### src/rtl/axi_wr_burst_gen.sv
// Splits a linear write request into AXI3 INCR bursts (<=16 beats, no 4KB crossing) plus per-burst W commands.
// Latency: first AW/wcmd valid one cycle after the request handshake; one burst per cycle when both readies are held high.
// Backpressure: AW and wcmd handshake independently; the next burst waits for both; req_ready is low until the done pulse has passed.
module axi_wr_burst_gen #(
    parameter int ID_MAX_WIDTH = 16,
    parameter int ADDR_WIDTH   = 32,
    parameter int DATA_BYTES   = 8,
    parameter int BEATS_WIDTH  = 16,
    parameter int QOS          = 0
) (
    input  logic                    clk,
    input  logic                    rst_n,
    input  logic                    req_valid,
    output logic                    req_ready,
    input  logic [ADDR_WIDTH-1:0]   req_addr,
    input  logic [BEATS_WIDTH-1:0]  req_beats,
    input  logic [ID_MAX_WIDTH-1:0] req_id,
    output logic                    awvalid,
    input  logic                    awready,
    output logic [ID_MAX_WIDTH-1:0] awid,
    output logic [ADDR_WIDTH-1:0]   awaddr,
    output logic [3:0]              awlen,
    output logic [2:0]              awsize,
    output logic [1:0]              awbrust,
    output logic [1:0]              awlock,
    output logic [3:0]              awcache,
    output logic [2:0]              awprot,
    output logic [3:0]              awqos,
    output logic                    wcmd_valid,
    input  logic                    wcmd_ready,
    output logic [3:0]              wcmd_len,
    output logic                    wcmd_last,
    output logic                    done
);

    localparam int SZ = $clog2(DATA_BYTES);
    localparam logic [ADDR_WIDTH-1:0] LOW_MASK = ADDR_WIDTH'(DATA_BYTES - 1);

    typedef enum logic [1:0] {IDLE, ISSUE, DONE} state_t;

    state_t                  state, state_nxt;
    logic [ADDR_WIDTH-1:0]   cur_addr, cur_addr_nxt;
    logic [BEATS_WIDTH-1:0]  remaining, remaining_nxt;
    logic [ID_MAX_WIDTH-1:0] id_q, id_nxt;
    logic                    aw_done, aw_done_nxt;
    logic                    w_done, w_done_nxt;
    logic [12:0]             bytes_to_4k;
    logic [12:0]             beats_to_4k;
    logic [4:0]              cap;
    logic [4:0]              burst_beats;
    logic                    aw_hs, w_hs;

    assign awsize  = 3'(SZ);
    assign awbrust = 2'b01;
    assign awlock  = 2'b00;
    assign awcache = 4'b0011;
    assign awprot  = 3'b000;
    assign awqos   = 4'(QOS);
    assign awid    = id_q;
    assign awaddr  = cur_addr;
    assign wcmd_len = awlen;

    // cur_addr is always beat-aligned, so bytes_to_4k is an exact multiple of DATA_BYTES
    always_comb begin
        bytes_to_4k = 13'h1000 - {1'b0, cur_addr[11:0]};
        beats_to_4k = bytes_to_4k >> SZ;
        cap         = (beats_to_4k < 13'd16) ? beats_to_4k[4:0] : 5'd16;
        burst_beats = (remaining < BEATS_WIDTH'(cap)) ? remaining[4:0] : cap;
    end

    always_ff @(posedge clk or negedge rst_n) begin
        if (!rst_n) begin
            state     <= IDLE;
            cur_addr  <= '0;
            remaining <= '0;
            id_q      <= '0;
            aw_done   <= 1'b0;
            w_done    <= 1'b0;
        end else begin
            state     <= state_nxt;
            cur_addr  <= cur_addr_nxt;
            remaining <= remaining_nxt;
            id_q      <= id_nxt;
            aw_done   <= aw_done_nxt;
            w_done    <= w_done_nxt;
        end
    end

    always_comb begin
        state_nxt     = state;
        cur_addr_nxt  = cur_addr;
        remaining_nxt = remaining;
        id_nxt        = id_q;
        aw_done_nxt   = aw_done;
        w_done_nxt    = w_done;
        req_ready     = 1'b0;
        awvalid       = 1'b0;
        wcmd_valid    = 1'b0;
        awlen         = 4'd0;
        wcmd_last     = 1'b0;
        done          = 1'b0;
        aw_hs         = 1'b0;
        w_hs          = 1'b0;
        case (state)
            IDLE: begin
                req_ready = 1'b1;
                if (req_valid) begin
                    if (req_beats == '0) begin
                        state_nxt = DONE;
                    end else begin
                        cur_addr_nxt  = req_addr & ~LOW_MASK;
                        remaining_nxt = req_beats;
                        id_nxt        = req_id;
                        aw_done_nxt   = 1'b0;
                        w_done_nxt    = 1'b0;
                        state_nxt     = ISSUE;
                    end
                end
            end
            ISSUE: begin
                awvalid     = !aw_done;
                wcmd_valid  = !w_done;
                awlen       = 4'(burst_beats - 5'd1);
                wcmd_last   = (remaining == BEATS_WIDTH'(burst_beats));
                aw_hs       = awvalid & awready;
                w_hs        = wcmd_valid & wcmd_ready;
                aw_done_nxt = aw_done | aw_hs;
                w_done_nxt  = w_done | w_hs;
                // both sides accepted: retire this burst and move to the next
                if (aw_done_nxt && w_done_nxt) begin
                    aw_done_nxt   = 1'b0;
                    w_done_nxt    = 1'b0;
                    cur_addr_nxt  = cur_addr + (ADDR_WIDTH'(burst_beats) << SZ);
                    remaining_nxt = remaining - BEATS_WIDTH'(burst_beats);
                    if (wcmd_last) state_nxt = DONE;
                end
            end
            DONE: begin
                done      = 1'b1;
                state_nxt = IDLE;
            end
            default: state_nxt = IDLE;
        endcase
    end

endmodule
### config.mk
export PLATFORM = sky130hd
export DESIGN_NAME = axi_wr_burst_gen
export DESIGN_NICKNAME = d
export VERILOG_FILES = /design/src/rtl/axi_wr_burst_gen.sv
export SDC_FILE = /design/constraint.sdc
export NUM_CORES = 1
export LEC_CHECK = 0
export CORE_ASPECT_RATIO = 1.5
export CORE_MARGIN = 2
export CORE_UTILIZATION = 35
export DETAILED_ROUTE_END_ITERATION = 10
export PLACE_DENSITY_LB_ADDON = 0.12
export SETUP_SLACK_MARGIN = 0.15
export SLEW_MARGIN = 20
export SYNTH_ARGS = -nofsm -noshare
export SYNTH_HDL_FRONTEND = slang
export SYNTH_SLANG_ARGS = --single-unit
### constraint.sdc
create_clock -name clk -period 5.9 [get_ports clk]
set_input_delay 1.475 -clock clk [delete_from_list [all_inputs] [get_ports clk]]
set_output_delay 1.475 -clock clk [all_outputs]
set_load 0.005 [all_outputs]
==> results of run 1 <==
-- through the flow --
stage	std cells	utilization	total power [mW]	hold slack, ns	cell area, µm²
after floorplan	576	-	1.35	0.470	4570
after global placement	814	0.466	1.81	0.459	5830
after detailed placement	814	0.466	1.84	0.461	5830
after CTS	833	0.496	2.45	0.481	6200
after global routing	837	0.507	2.66	0.508	6340
final	837	0.507	2.48	0.476	6340
-- synth_stat cells (3+ instances only) --
master / count
o41ai_1: 5
a21oi_1: 56
o41a_1: 3
nor4_1: 7
a211oi_1: 3
or3_1: 10
nor2_1: 41
inv_1: 20
nor3b_1: 4
mux2i_1: 4
o21a_1: 6
buf_2: 3
xnor2_1: 6
nand3b_1: 3
dfrtp_1: 65
clkbuf_1: 28
nand3_1: 12
nand2b_1: 3
nand2_1: 94
a31oi_1: 8
o32ai_1: 3
o211ai_1: 6
nor3_1: 16
o31ai_1: 4
nand4_1: 8
ha_1: 16
a2bb2oi_1: 6
o21ai_0: 26
buf_4: 25
o22ai_1: 11
a21o_1: 6
and3_1: 3
or4_1: 6
-- state kept, by name, summed over array words and instances (netlist names) --
name	cells
w_done	1
aw_done	1
state	2
remaining	16
awaddr	29
awid	16
-- worst min-delay path, cell delays in order (launching register included) --
cell	delay, ns
dfrtp_1	0.34
nand2_1	0.05
nand2_1	0.06
-- power groups by stage --
| stage | clock network, mW | registers, mW | logic, mW |
|---|---|---|---|
| after CTS | 0.607 | 0.758 | 1.09 |
| after detailed placement | 0 | 0.762 | 1.07 |
| after global routing | 0.627 | 0.790 | 1.25 |
| after global placement | 0 | 0.756 | 1.06 |
| after floorplan | 0 | 0.735 | 0.619 |
| final | 0.596 | 0.766 | 1.12 |
-- timing repair --
item | in CTS | in global routing
gates resized for setup | 9 | 17
setup buffers | 3 | 3
setup endpoints to repair | 3 | 7
pin swaps | 1 | 3
-- metal layers --
metal  GRT usage  vias to the layer above  part of all wire
met5           0                        -                 0
met4      0.0749                        0             0.020
met3      0.0449                       19             0.045
met2       0.364                      123              0.54
met1       0.243                     2211              0.40
li1            -                     2213                 -
-- logic make-up (layout without fill, tap and decap cells) --
family	after synthesis	count (layout)	share of synthesized area
simple gates	218	218	0.232
compound gates	164	164	0.240
buf+inv	77	182	0.0860
flops	65	65	0.362
fa+ha+maj	17	17	0.0490
xor+xnor	8	8	0.0156
mux	6	6	0.0139
other cells	2	21	0.00167
-- worst min path at each step --
stage,end,slack [ns]
final,awid[7],0.48
after global routing,awid[14],0.51
after CTS,awid[7],0.48
after detailed placement,awid[15],0.46
after global placement,awid[1],0.46
after floorplan,awid[0],0.47
-- cell usage in the layout, fill, tap and decap left out, types with 8 or more instances in the layout --
master,instances
clkdlybuf4s50_1,120
nand2_1,93
dfrtp_1,65
a21oi_1,53
nor2_1,38
o21ai_0,26
buf_4,22
conb_1,21
inv_1,18
ha_1,13
nor3_1,12
nand3_1,12
o22ai_1,11
or3_1,10
clkbuf_16,9
nand4_1,8
a31oi_1,8
-- layout make-up --
class	count	area, µm²	area share
clock inverter	6	90.1	0.0142
sequential	65	1630	0.257
tap	156	195	0.0308
inverter	20	77.6	0.0122
timing repair buffer	146	1410	0.223
clock buffer	10	239	0.0377
multi-input combinational	434	2700	0.426
==> out/qor.yml, run 1 <==
outcome:
  outcome: "finished, final reports clean"
power_and_ir_drop:
  combPwrFrac: 0.452
  p_leak_nw: 2.63
  p_clk_frac: 0.240
  pwr-share-seq: 0.309
  cellPowerDensity_nw_per_um2: 392
  swShare: 0.373
  intPower_mw: 1.56
  vdd.ir_drop.worst_uv: 151
  switchingPower_mw: 0.927
worst_setup_path:
  slowest_stage: "dfrtp_1"
  crit_top_cell: "inv_1"
  startpoint_type: "flip-flop"
  path_buf_inv: 4
  regToRegSetupSlack_ns: 0.90
  worst-path-max-fanout: 7
  cp.required_ns: 4.43
  rr_startpoint: "awaddr[3]"
  crit_arrival_ns: 4.06
  slowest_delay_ns: 0.38
  worst-setup-path-type: "flip-flop to output pin"
  cp-endpoint: "wcmd_last"
  timing.rr.end: "awaddr[31]"
  critPathTopFamily: "simple AND/OR/NAND/NOR gates"
  worst-path-stages: 18
  critPathCaptureType: "output pin"
  ff2ff_path_depth: 24
  path_cells: "inv_1, ha_1, nor3b_4, mux2i_2, nor2_2, and2_1, inv_1, ha_1, a21oi_2, nor3b_2, nor3_2, nand2_2, mux2_4, inv_1, ha_4, nand4_1, a2111oi_2, dlygate4sd2_1"
  startpoint: "awaddr[3]"
sta:
  max_freq_ghz: 0.181
  skew_ns: 0.00421
  tns_ns: 0
  final_max_slew_viol_count: 0
  slew_headroom: 0.421
  finalCritPeriodShare: 0.938
  final.setup.worst_slack_ns: 0.366
  finalSetupViolations: 0
  rsz0062_at_grt: "false"
  hold_violations: 0
  worstMarginPinSlew_ns: 0.847
  min_period_ns: 5.53
synthesis:
  synth-async-reset-ratio: 1.00
  yosysSeqAreaShare: 0.362
  syn_avg_cell_area_um2: 8.08
  yosysTopAreaCell: "dfrtp_1"
  syn_area_um2: 4500
  syn_inst: 557
  synth-edff-count: 0
  synth_top_area_frac: 0.362
  synth_area_leaders: "dfrtp_1 (36%), nand2_1 (7.8%), a21oi_1 (6.2%)"
  yosysWarnings: 0
  synth.distinct_cells: 63
  synthFlopType: "dfrtp_1"
  ys_ff_latch: 65
cells_and_area:
  drive_gt1_frac: 0.104
  nFillCells: 1244
  syn_to_final_growth_pct: 41.0
  antenna_cells: 0
  nNetsFinal: 762
min_path:
  hp-class: "flip-flop to flip-flop"
  worstHoldPathCells: 2
  hp-start: "awid[7]"
drt:
  drtAntennaViolNets: 0
  routed_wl_um: 13900
  drc: 0
  drtPass1Iterations: 4
  avgViaCountPerCell: 5.46
  drt-initial-drc-count: 229
  vias: 4566
  wl_per_cell_um: 16.6
clock_network:
  path_clk_slew_ns: 0.06
  ctsHoldBuffers: 0
  cts_max_path_buffers: 2
  clock_latency_ns: 0.33
  cts_max_level: 3
  cts_root_buffer: "clkbuf_16"
  clock_sinks: 65
  cts_tree: "done"
  numCtsBuffers: 9
global_route:
  groute.usage.overall: 0.207
  antenna_found_initial: 0
  grt_pass1_wl_um: 22300
  grt_pass1_vias: 4478
  grt_max_degree: 66
  gr-total-overflow: 0
floorplan:
  io_pins: 148
  fp.dieW_um: 96.6
  die_y_um: 143
  start_util: 0.360
  core_um2: 12500
  row_count: 50
  dieArea_um2: 13800
place:
  dp_hpwl_um: 10000
  gp_congestion: 0.856
  io_buffers: 123
  dpl_worst_slack_ns: 0.0244
run:
  maxCapViolCount: 0
Power figures use the tool's default switching activity.
==> run 2, diff against run 1 <==
Settings changed: CORE_MARGIN 2 to 1, GPL_ROUTABILITY_DRIVEN from default to 0, MAX_ROUTING_LAYER from default to met4.
==> run 2 against run 1 <==
Sequential share of layout area is 0.29 points higher. Critical path depth is the same. Critical path type unchanged. Total power down 1.2%. Non-clock buffer count stayed put.
==> out/qor.yml, run 2 (synthesis gave the netlist of run 1 again) <==
power_and_ir_drop:
  swShare: 0.377
  cellPowerDensity_nw_per_um2: 391
  combPwrFrac: 0.447
  vdd.ir_drop.worst_uv: 191
  intPower_mw: 1.53
  p_leak_nw: 2.62
  switchingPower_mw: 0.924
  p_clk_frac: 0.243
  pwr-share-seq: 0.310
sta:
  max_freq_ghz: 0.183
  finalCritPeriodShare: 0.928
  final_max_slew_viol_count: 0
  worstMarginPinSlew_ns: 0.908
  hold_violations: 0
  finalSetupViolations: 0
  skew_ns: 0.00921
  rsz0062_at_grt: "false"
  tns_ns: 0
  slew_headroom: 0.395
  min_period_ns: 5.48
floorplan:
  dieArea_um2: 13300
  io_pins: 148
  die_y_um: 141
  core_um2: 12500
  row_count: 50
  fp.dieW_um: 94.6
  start_util: 0.360
worst_setup_path:
  regToRegSetupSlack_ns: 0.86
  rr_startpoint: "awaddr[3]"
  timing.rr.end: "remaining[9]"
  startpoint_type: "flip-flop"
  slowest_stage: "clkdlybuf4s50_1"
  slowest_delay_ns: 0.54
  critPathCaptureType: "output pin"
  path_buf_inv: 5
  cp.required_ns: 4.43
  worst-path-max-fanout: 7
  critPathTopFamily: "buffers and inverters"
  path_cells: "inv_1, ha_1, nor3b_4, mux2i_2, nor2_1, and2_1, inv_1, ha_1, a21oi_2, nor3b_2, nor3_2, nand2_2, buf_4, mux2i_4, inv_4, nand2_1, a21oi_1, clkdlybuf4s50_1"
  worst-setup-path-type: "flip-flop to output pin"
  ff2ff_path_depth: 21
  crit_arrival_ns: 4.00
clock_network:
  numCtsBuffers: 9
  cts_max_path_buffers: 2
  clock_sinks: 65
  ctsHoldBuffers: 0
  cts_max_level: 3
  cts_root_buffer: "clkbuf_16"
  path_clk_slew_ns: 0.06
  cts_tree: "done"
  clock_latency_ns: 0.33
outcome:
  outcome: "finished, final reports clean"
cells_and_area:
  largest_register_ffs: 29
  drive_gt1_frac: 0.0969
  nFillCells: 1224
  nNetsFinal: 762
  stdcell_count: 837
  antenna_cells: 0
  final_cell_mix: "clkdlybuf4s50_1 (119), nand2_1 (93), dfrtp_1 (65)"
  final_common_cell: "clkdlybuf4s50_1"
  final_util: 0.501
  syn_to_final_growth_pct: 39.4
global_route:
  groute.usage.overall: 0.221
  antenna_found_initial: 0
  grt_max_degree: 66
  grt_pass1_vias: 4482
  grt_pass1_wl_um: 22400
  gr-total-overflow: 0
run:
  maxCapViolCount: 0
drt:
  drc: 0
  wl_per_cell_um: 16.5
  drtPass1Iterations: 6
  drt-initial-drc-count: 179
  vias: 4592
  routed_wl_um: 13800
  drtAntennaViolNets: 0
  avgViaCountPerCell: 5.49
place:
  dp_hpwl_um: 9910
  dp.cells: 816
  io_buffers: 123
min_path:
  worstHoldPathCells: 2
  hp-start: "awid[1]"
  hp-class: "flip-flop to flip-flop"
  hold_end: "awid[1]"
==> run 2: stage by stage <==
stage / worst slack [ns] / total power, mW / cell area, µm² / hold slack (ns)
3_5_place_dp: 0.0131 / 1.83 / 5840 / 0.462
2_1_floorplan: 0.775 / 1.35 / 4570 / 0.470
3_3_place_gp: 0.129 / 1.81 / 5840 / 0.458
4_1_cts: 0.187 / 2.45 / 6220 / 0.477
5_1_grt: 0.153 / 2.64 / 6270 / 0.508
6_report: 0.424 / 2.45 / 6270 / 0.476
==> run 2: cell type report <==
class | instances | area [µm²] | share of cell area
Tap cell | 156 | 195 | 0.0311
Timing Repair Buffer | 146 | 1400 | 0.223
Sequential cell | 65 | 1630 | 0.259
Clock inverter | 7 | 103 | 0.0164
Clock buffer | 9 | 225 | 0.0359
Inverter | 20 | 77.6 | 0.0124
Multi-Input combinational cell | 434 | 2650 | 0.422
==> run 2: worst register-to-register path: cells and delay by family (launching register included) <==
| kind | cells | cell delay, ns |
|---|---|---|
| compound gates | 3 | 0.90 |
| simple gates | 9 | 2.00 |
| fa+ha+maj | 3 | 0.60 |
| flops | 1 | 0.38 |
| buf+inv | 4 | 0.40 |
| mux | 2 | 0.68 |
==> run 2: power groups by stage <==
stage	logic, mW	registers (mW)	clock network (mW)
final	1.10	0.761	0.595
after global routing	1.22	0.784	0.630
after CTS	1.09	0.757	0.607
after detailed placement	1.07	0.762	0
after global placement	1.06	0.755	0
after floorplan	0.619	0.735	0
==> run 2: per-layer routing <==
metal	track usage	part of all wire	up-vias
met3	0.0324	0.040	16
met1	0.258	0.41	2228
met4	0.0797	0.018	0
met2	0.382	0.53	134
li1	-	-	2214
met5	-	0	-
==> run 2: timing repair <==
item	in CTS	in global routing
pin swaps	2	2
setup buffers	4	1
endpoints found under the setup margin	2	7
resized for setup	9	13
gates cloned	0	0
==> run 2: worst max-delay path by stage <==
stage / slack, ns / depth (start not counted) / to / from
2_1_floorplan: 0.78 / 17 / wcmd_last / awaddr[3]
4_1_cts: 0.19 / 18 / awlen[3] / awaddr[3]
3_5_place_dp: 0.01 / 18 / wcmd_last / awaddr[3]
5_1_grt: 0.15 / 18 / wcmd_len[2] / awaddr[3]
3_3_place_gp: 0.13 / 18 / wcmd_last / awaddr[3]
6_report: 0.42 / 18 / wcmd_len[1] / awaddr[3]
==> run 3, diff against run 2 <==
Settings changed: SKIP_CTS_REPAIR_TIMING from default to 1.
==> run 3 against run 2 <==
Non-clock buffer count stayed put. Wire length increased by 0.14%. Critical path depth is 1 lower. Fmax decreased by 1.1%. Die area unchanged. Clock skew shrank 0.00077 ns. Utilization increased by 0.16 points.
==> out/qor.yml, run 3 (synthesis gave the netlist of run 1 again) <==
worst_setup_path:
  startpoint: "awaddr[3]"
  regToRegSetupSlack_ns: 0.89
  critPathCaptureType: "output pin"
  worst-setup-path-type: "flip-flop to output pin"
  cp.required_ns: 4.43
  rr_startpoint: "awaddr[3]"
  cp-endpoint: "awlen[3]"
  ff2ff_path_depth: 21
  worst-path-max-fanout: 7
  crit_arrival_ns: 4.06
  timing.rr.end: "remaining[9]"
  startpoint_type: "flip-flop"
cells_and_area:
  stdcell_count: 837
  nNetsFinal: 762
  largest_register_ffs: 29
  final_common_cell: "clkdlybuf4s50_1"
  drive_gt1_frac: 0.0969
  nFillCells: 1215
  antenna_cells: 0
  syn_to_final_growth_pct: 39.9
  fin_area_um2: 6290
  final_cell_mix: "clkdlybuf4s50_1 (120), nand2_1 (93), dfrtp_1 (65)"
floorplan:
  row_count: 50
  io_pins: 148
  dieArea_um2: 13300
  die_y_um: 141
  fp.dieW_um: 94.6
  core_um2: 12500
  start_util: 0.360
power_and_ir_drop:
  swShare: 0.376
  p_total_mw: 2.47
  cellPowerDensity_nw_per_um2: 393
  vdd.ir_drop.worst_uv: 191
  switchingPower_mw: 0.930
  combPwrFrac: 0.450
  intPower_mw: 1.54
  p_clk_frac: 0.241
  p_leak_nw: 2.63
  pwr-share-seq: 0.309
place:
  dp_hpwl_um: 9910
  io_buffers: 123
  dpl_worst_slack_ns: 0.0131
  dp.cells: 816
  placed_cell_area_um2: 5840
drt:
  avgViaCountPerCell: 5.48
  drc: 0
  drtPass1Iterations: 4
  drt-initial-drc-count: 226
  drtAntennaViolNets: 0
  routed_wl_um: 13900
  vias: 4584
  wl_per_cell_um: 16.5
sta:
  final_max_slew_viol_count: 0
  max_freq_ghz: 0.181
  tns_ns: 0
  worstMarginPinSlew_ns: 0.902
  min_period_ns: 5.54
  final.setup.worst_slack_ns: 0.362
  finalSetupViolations: 0
  finalCritPeriodShare: 0.939
  skew_ns: 0.00844
  hold_violations: 0
  rsz0062_at_grt: "true"
  slew_headroom: 0.399
global_route:
  use_met2: 0.379
  grt_pass1_wl_um: 22400
  grt_max_degree: 66
  use_met1: 0.259
  grt_busiest_layer: "met2"
  groute.usage.overall: 0.221
  antenna_found_initial: 0
  grt_pass1_vias: 4448
  gr-total-overflow: 0
  met3_usage: 0.0324
clock_network:
  cts_max_level: 3
  cts_max_path_buffers: 2
  path_clk_slew_ns: 0.06
  clock_latency_ns: 0.33
  cts_root_buffer: "clkbuf_16"
  clock_sinks: 65
  cts_tree: "done"
  numCtsBuffers: 9
min_path:
  hp-class: "flip-flop to flip-flop"
run:
  maxCapViolCount: 0
outcome:
  outcome: "finished, final reports clean"
## run 3: cell types whose count changed in the layout (fill, tap and decap cells not counted)
cell	previous run	this run
nor3_1	11	13
clkdlybuf4s50_1	119	120
nor2_2	1	2
ha_1	16	14
clkbuf_2	1	0
nor2_1	40	39
inv_4	1	0
inv_2	0	1
ha_4	0	2
nor3_2	6	4
## run 3: per-layer routing
| layer | vias up | part of all wire |
|---|---|---|
| li1 | 2214 | - |
| met3 | 16 | 0.036 |
| met1 | 2234 | 0.42 |
| met4 | 0 | 0.019 |
| met5 | - | 0 |
| met2 | 120 | 0.53 |
## run 3: worst min path at each step
| stage | start | to | slack [ns] | depth (start not counted) |
|---|---|---|---|---|
| 6_report | awid[1] | awid[1] | 0.48 | 2 |
| 5_1_grt | awid[1] | awid[1] | 0.51 | 2 |
| 4_1_cts | awid[1] | awid[1] | 0.48 | 2 |
| 3_5_place_dp | awid[1] | awid[1] | 0.46 | 2 |
| 3_3_place_gp | awid[12] | awid[12] | 0.46 | 2 |
| 2_1_floorplan | awid[0] | awid[0] | 0.47 | 2 |
## run 3: cell type report
| cell class | instances | area (µm²) | area share |
|---|---|---|---|
| Tap cell | 156 | 195 | 0.0310 |
| Multi-Input combinational cell | 434 | 2660 | 0.423 |
| Clock inverter | 7 | 103 | 0.0163 |
| Clock buffer | 9 | 225 | 0.0358 |
| Timing Repair Buffer | 146 | 1400 | 0.223 |
| Sequential cell | 65 | 1630 | 0.259 |
| Inverter | 20 | 75.1 | 0.0119 |
## run 3: power by group through the flow
stage	registers, mW	clock network (mW)	logic (mW)
after global routing	0.788	0.630	1.24
final	0.764	0.595	1.11
after detailed placement	0.762	0	1.07
after floorplan	0.735	0	0.619
after global placement	0.755	0	1.06
after CTS	0.756	0.607	1.08
## run 3: worst max-delay path, cell delays in order, from the launching register on
cell,delay [ns]
dfrtp_1,0.38
inv_1,0.10
ha_1,0.16
nor3b_4,0.23
mux2i_2,0.32
nor2_1,0.11
and2_1,0.17
inv_1,0.06
ha_1,0.24
a21oi_2,0.14
nor3b_2,0.07
nor3_2,0.23
nand2_2,0.19
mux2_4,0.38
inv_1,0.13
a31oi_1,0.12
nor3_2,0.17
clkdlybuf4s50_1,0.55
## run 3: stage by stage
step | hold slack (ns) | utilization
3_5_place_dp | 0.462 | 0.466
6_report | 0.475 | 0.503
5_1_grt | 0.508 | 0.503
2_1_floorplan | 0.470 | -
4_1_cts | 0.477 | 0.493
3_3_place_gp | 0.458 | 0.466
